[src/rtl/buffer_register_ctrl_pkg.sv]
// Shared types and defaults for the buffer_register sequencer/arbiter.
package buffer_register_ctrl_pkg;
  localparam int DEF_WIDTH = 4;

  typedef enum logic [1:0] {
    IDLE  = 2'd0,
    LOAD  = 2'd1,
    SHIFT = 2'd2,
    DONE  = 2'd3
  } state_e;
endpackage

[src/rtl/buffer_register_ctrl_rr_arb2.sv]
// Two-way round-robin arbiter; the turn flag only moves when a grant is issued.
module rr_arb2 (
  input  logic clock,
  input  logic reset_n,
  input  logic en,
  input  logic req_a,
  input  logic req_b,
  output logic gnt_a,
  output logic gnt_b
);
  // ser_turn_q is the last-served flag: it clears at reset so requester A wins the first tie
  logic ser_turn_q, ser_turn_d;

  always_comb begin
    gnt_a      = en && req_a && !(req_b && ser_turn_q);
    gnt_b      = en && req_b && !(req_a && !ser_turn_q);
    ser_turn_d = ser_turn_q;
    if (gnt_a)      ser_turn_d = 1'b1;
    else if (gnt_b) ser_turn_d = 1'b0;
  end

  always_ff @(posedge clock or negedge reset_n) begin
    if (!reset_n) ser_turn_q <= 1'b0;
    else          ser_turn_q <= ser_turn_d;
  end
endmodule

[src/rtl/buffer_register_ctrl.sv]
// Sequences parallel loads / serial shift-ins into buffer_register and captures the word.
module buffer_register_ctrl
  import buffer_register_ctrl_pkg::*;
#(
  parameter int WIDTH = DEF_WIDTH
) (
  input  logic             clock,
  input  logic             reset_n,
  input  logic             par_req,
  input  logic [WIDTH-1:0] par_data,
  output logic             par_gnt,
  input  logic             ser_req,
  input  logic             ser_bit,
  output logic             ser_gnt,
  output logic             buf_mode,
  output logic             buf_din_temp,
  output logic [WIDTH-1:0] buf_din,
  input  logic [WIDTH-1:0] buf_dout,
  output logic             out_valid,
  input  logic             out_ready,
  output logic [WIDTH-1:0] out_data,
  output logic             busy
);
  localparam int CNT_W = $clog2(WIDTH);
  localparam logic [CNT_W-1:0] CNT_MAX = CNT_W'(WIDTH - 1);

  state_e           state_q, state_d;
  logic [CNT_W-1:0] cnt_q, cnt_d;
  logic             out_valid_q, out_valid_d;
  logic [WIDTH-1:0] out_data_q, out_data_d;
  logic             arb_en, gnt_par, gnt_ser;

  // A pending output word blocks arbitration, which creates the 1-cycle bubble after out_ready
  assign arb_en = (state_q == IDLE) && !out_valid_q;

  rr_arb2 u_arb (
    .clock   (clock),
    .reset_n (reset_n),
    .en      (arb_en),
    .req_a   (par_req),
    .req_b   (ser_req),
    .gnt_a   (gnt_par),
    .gnt_b   (gnt_ser)
  );

  always_comb begin
    state_d      = state_q;
    cnt_d        = cnt_q;
    out_valid_d  = out_valid_q;
    out_data_d   = out_data_q;
    par_gnt      = 1'b0;
    ser_gnt      = 1'b0;
    buf_mode     = 1'b0;
    buf_din_temp = 1'b0;
    buf_din      = '0;
    busy         = (state_q != IDLE);
    if (out_valid_q && out_ready) out_valid_d = 1'b0;
    case (state_q)
      IDLE: begin
        if (gnt_par)      state_d = LOAD;
        else if (gnt_ser) state_d = SHIFT;
      end
      LOAD: begin
        par_gnt  = 1'b1;
        buf_mode = 1'b1;
        buf_din  = par_data;
        state_d  = DONE;
      end
      SHIFT: begin
        ser_gnt      = 1'b1;
        buf_din_temp = ser_bit;
        if (cnt_q == CNT_MAX) begin
          cnt_d   = '0;
          state_d = DONE;
        end else begin
          cnt_d = cnt_q + CNT_W'(1);
        end
      end
      DONE: begin
        // buf_dout already reflects the last LOAD/SHIFT edge here
        out_data_d  = buf_dout;
        out_valid_d = 1'b1;
        state_d     = IDLE;
      end
      default: state_d = IDLE;
    endcase
  end

  always_ff @(posedge clock or negedge reset_n) begin
    if (!reset_n) begin
      state_q     <= IDLE;
      cnt_q       <= '0;
      out_valid_q <= 1'b0;
      out_data_q  <= '0;
    end else begin
      state_q     <= state_d;
      cnt_q       <= cnt_d;
      out_valid_q <= out_valid_d;
      out_data_q  <= out_data_d;
    end
  end

  assign out_valid = out_valid_q;
  assign out_data  = out_data_q;
endmodule

[config.mk]
export PLATFORM = sky130hd
export DESIGN_NAME = buffer_register_ctrl
export DESIGN_NICKNAME = d
export VERILOG_FILES = /design/src/rtl/buffer_register_ctrl_pkg.sv /design/src/rtl/buffer_register_ctrl_rr_arb2.sv /design/src/rtl/buffer_register_ctrl.sv
export SDC_FILE = /design/constraint.sdc
export NUM_CORES = 1
export LEC_CHECK = 0
export ABC_CLOCK_PERIOD_IN_PS = 2600
export CAP_MARGIN = 0
export CORE_MARGIN = 8
export CORE_UTILIZATION = 39
export DETAILED_ROUTE_END_ITERATION = 8
export PLACE_DENSITY = 0.77
export REMOVE_ABC_BUFFERS = 1
export SKIP_CTS_REPAIR_TIMING = 1
export SYNTH_ARGS = -nofsm -noshare
export SYNTH_HDL_FRONTEND = slang
export SYNTH_HIERARCHICAL = 1
export SYNTH_SLANG_ARGS = --single-unit
[constraint.sdc]
create_clock -name clock -period 2.6 [get_ports clock]
set_input_delay 0.65 -clock clock [delete_from_list [all_inputs] [get_ports clock]]
set_output_delay 0.65 -clock clock [all_outputs]
set_load 0.02 [all_outputs]
==> impl_metrics.prom <==
# TYPE chip_impl_metric gauge
chip_impl_info{name="run_status",value="finished, final reports clean"} 1
chip_impl_metric{name="fp.dieW",unit="um"} 54.9
chip_impl_metric{name="max-vdd-ir-drop",unit="mV"} 0.683
chip_impl_metric{name="viasPerCell",unit=""} 4.70
chip_impl_metric{name="hold_viol",unit=""} 0
chip_impl_metric{name="leakage",unit="nW"} 0.424
chip_impl_info{name="crit_path_start_kind",value="input port"} 1
chip_impl_metric{name="worstSkewPairLatency",unit="ns"} 0.26
chip_impl_metric{name="worst-r2r-cell-count",unit=""} 9
chip_impl_metric{name="max_freq",unit="GHz"} 0.404
chip_impl_metric{name="synthesis.yosys.warnings",unit=""} 6
chip_impl_metric{name="clock_skew",unit="ns"} 0.00506
chip_impl_metric{name="antenna_found_initial",unit=""} 0
chip_impl_info{name="cp_cell_sequence",value="clkdlybuf4s50_1, and2_2, clkdlybuf4s50_1"} 1
chip_impl_metric{name="start_util",unit="%"} 40.5
chip_impl_metric{name="slew_violations",unit=""} 0
chip_impl_info{name="end_kind",value="primary output"} 1
chip_impl_metric{name="setup_violations",unit=""} 0
chip_impl_metric{name="standard_cell_rows",unit=""} 14
chip_impl_metric{name="timing.critical_path.required",unit="ns"} 1.95
chip_impl_info{name="setup_repair_after_global_routing_missed_its_margin",value="no"} 1
chip_impl_metric{name="detail-route-antenna-nets",unit=""} 0
chip_impl_metric{name="port-buffer-count",unit=""} 27
chip_impl_metric{name="routed_wire_length_per_instance",unit="um"} 12.4
chip_impl_metric{name="instance_count_along_the_most_critical_hold_path",unit=""} 1
chip_impl_metric{name="dr.pass1.iters",unit=""} 2
chip_impl_metric{name="grt_pass1_vias",unit=""} 520
chip_impl_metric{name="placement.setup.worst_slack",unit="ns"} 0.118
chip_impl_info{name="worst_hold_path_type",value="flip-flop to flip-flop"} 1
chip_impl_metric{name="cell_area_after_technology_mapping",unit="um2"} 589
chip_impl_info{name="root_buffer",value="sky130_fd_sc_hd__clkbuf_4"} 1
chip_impl_metric{name="critical_path_depth",unit=""} 3
chip_impl_metric{name="sum_of_routed_wire_length_over_all_layers",unit="mm"} 1.24
chip_impl_metric{name="fp.dieArea",unit="um2"} 3010
chip_impl_metric{name="area.growth.synth_to_final",unit="%"} 54.1
chip_impl_metric{name="vias",unit=""} 470
chip_impl_metric{name="core_region_area",unit="um2"} 1450
chip_impl_metric{name="grt_start_max_net_pins",unit=""} 11
chip_impl_metric{name="clock_tree.buffer_depth",unit=""} 2
chip_impl_metric{name="path_clk_slew",unit="ns"} 0.06
chip_impl_info{name="rr_endpoint",value="state_q[0]"} 1
chip_impl_metric{name="finalNetCount",unit=""} 107
chip_impl_info{name="critical_path_class",value="input port to primary output"} 1
chip_impl_metric{name="fin_tns_setup",unit="ns"} 0
chip_impl_metric{name="postSynthRegisterBits",unit=""} 10
chip_impl_info{name="crit_family",value="buffers and inverters"} 1
chip_impl_metric{name="min_period_over_period",unit="%"} 95.1
chip_impl_metric{name="post_synth_inst_count",unit=""} 54
chip_impl_info{name="tritoncts",value="yes"} 1
chip_impl_metric{name="detail_route.iter0.violations",unit=""} 4
chip_impl_metric{name="antenna_cells",unit=""} 0
chip_impl_metric{name="post_route_cells_drive_above_1_share",unit="%"} 15.5
chip_impl_metric{name="period_minus_slack",unit="ns"} 2.47
chip_impl_metric{name="cts_sinks",unit=""} 10
chip_impl_metric{name="multiInputGateArea",unit="um2"} 305
chip_impl_metric{name="tightestPinTransition",unit="ns"} 0.426
chip_impl_metric{name="dp.final_hpwl",unit="mm"} 1.10
chip_impl_metric{name="slew-limit-headroom",unit="%"} 71.5
chip_impl_metric{name="fin_hold_ws",unit="ns"} 0.507
chip_impl_metric{name="cts-buffers-inserted",unit=""} 3
chip_impl_metric{name="drc",unit=""} 0
chip_impl_metric{name="delay_of_the_slowest_cell_on_the_worst_path",unit="ns"} 0.60
chip_impl_metric{name="global_route.usage.total",unit="%"} 9.61
chip_impl_metric{name="fin_ws",unit="ns"} 0.128
chip_impl_metric{name="synth_seq_area_share",unit="%"} 42.5
chip_impl_metric{name="htree_num_levels",unit=""} 1
chip_impl_metric{name="final-seq-area",unit="um2"} 250
chip_impl_metric{name="power-per-cell-area",unit="nW/um2"} 1200
chip_impl_metric{name="critPathMaxFanout",unit=""} 1
chip_impl_metric{name="place.gp.congestion",unit=""} 0.651
chip_impl_metric{name="netlist-cell-type-count",unit=""} 17
chip_impl_info{name="holdCritStartpoint",value="out_data[2]"} 1
chip_impl_metric{name="r2r_slack",unit="ns"} 0.53
chip_impl_metric{name="global_route.overflow_total",unit=""} 0
chip_impl_metric{name="ioPinCount",unit=""} 28
chip_impl_metric{name="first_pass_grt_wire_length",unit="mm"} 2.08
chip_impl_metric{name="worst_path_bufs_invs",unit=""} 2
chip_impl_metric{name="cp_data_arrival_time",unit="ns"} 1.82
chip_impl_metric{name="avg_synthesized_cell_area",unit="um2"} 10.9
chip_impl_metric{name="die_y",unit="um"} 54.9
chip_impl_info{name="crit_path_frequent_cell",value="sky130_fd_sc_hd__clkdlybuf4s50_1"} 1
chip_impl_metric{name="fillerInstances",unit=""} 133
chip_impl_info{name="crit_path_top_delay_cell",value="sky130_fd_sc_hd__clkdlybuf4s50_1"} 1
chip_impl_info{name="worst_setup_path_startpoint",value="ser_bit"} 1
chip_impl_info{name="critPathCapture",value="buf_din_temp"} 1
chip_impl_metric{name="maxCapViolCount",unit=""} 0
chip_impl_info{name="worstReg2RegStart",value="state_q[0]"} 1
[cells by family after synthesis]
kind of cell	share of synthesized area, %
AO/OA/AOI/OAI	6.79
adder cells (fa/ha/maj)	17.0
buffers and inverters	5.73
flip-flops	42.5
multiplexers	15.3
AND/OR/NAND/NOR	12.7
[flip-flops by register name, indices dropped and copies added (netlist names)]
name and cells:
out_valid 1, u_arb/ser_turn_q 1, state_q 2, out_data 4, cnt_q 2
[worst min-delay path by stage]
stage                   to  slack (ns)
5_1_grt        out_data[0]        0.52
2_1_floorplan     cnt_q[0]        0.35
3_3_place_gp   out_data[2]        0.49
3_5_place_dp   out_data[2]        0.50
4_1_cts        out_data[2]        0.51
6_report       out_data[2]        0.51
[where the power goes]
group,total [mW],switching [mW],internal [mW]
logic,0.662,0.320,0.342
registers,0.294,0.0552,0.239
clock network,0.136,0.0514,0.0850
total,1.09,0.427,0.666
[synth_stat cells, drive strengths merged]
master,count,share of area (%)
dfrtp,10,42
ha,8,17
mux2,8,15
inv,7,4.5
and2,5,5.5
a21oi,4,4.7
nand2,4,2.5
nor2,2,1.3
a21o,1,1.3
and2b,1,1.3
and3,1,1.1
buf,1,1.3
nand2b,1,1.1
o21ai,1,0.85
[metrics by stage]
stage / utilization (%) / std cells / total power, mW / area, um2
2_1_floorplan: - / 53 / 0.706 / 582
3_3_place_gp: 60.0 / 96 / 0.945 / 872
3_5_place_dp: 60.0 / 96 / 0.973 / 872
4_1_cts: 62.5 / 100 / 1.12 / 908
5_1_grt: 62.5 / 100 / 1.19 / 908
6_report: 62.5 / 100 / 1.09 / 908
[placed cells by master (no fill, tap or decap), types with 2 or more instances in the layout]
cell,synthesis,final
sky130_fd_sc_hd__a21oi_1,2,2
sky130_fd_sc_hd__a21oi_2,2,2
sky130_fd_sc_hd__and2_1,4,4
sky130_fd_sc_hd__clkbuf_4,0,3
sky130_fd_sc_hd__clkdlybuf4s50_1,0,27
sky130_fd_sc_hd__dfrtp_1,10,10
sky130_fd_sc_hd__ha_1,8,8
sky130_fd_sc_hd__inv_1,7,7
sky130_fd_sc_hd__mux2_1,2,2
sky130_fd_sc_hd__mux2_2,6,6
sky130_fd_sc_hd__nand2_1,4,4
sky130_fd_sc_hd__nor2_1,2,2
[cell type report]
type | instances | share of cell area [%]
clock buffers | 4 | 3.99
repair buffers | 27 | 29.8
flip-flops and latches | 10 | 27.5
multi-input cells | 36 | 33.6
well taps | 16 | 2.20
inverters | 7 | 2.89
[per-layer routing]
metal | global-route usage, % | routed length, um
met1 | 7.87 | 410
met2 | 17.4 | 602
met3 | 5.16 | 201
met5 | 0 | 0
met4 | 6.15 | 24
Note: power is estimated with default switching activity, not from simulation.
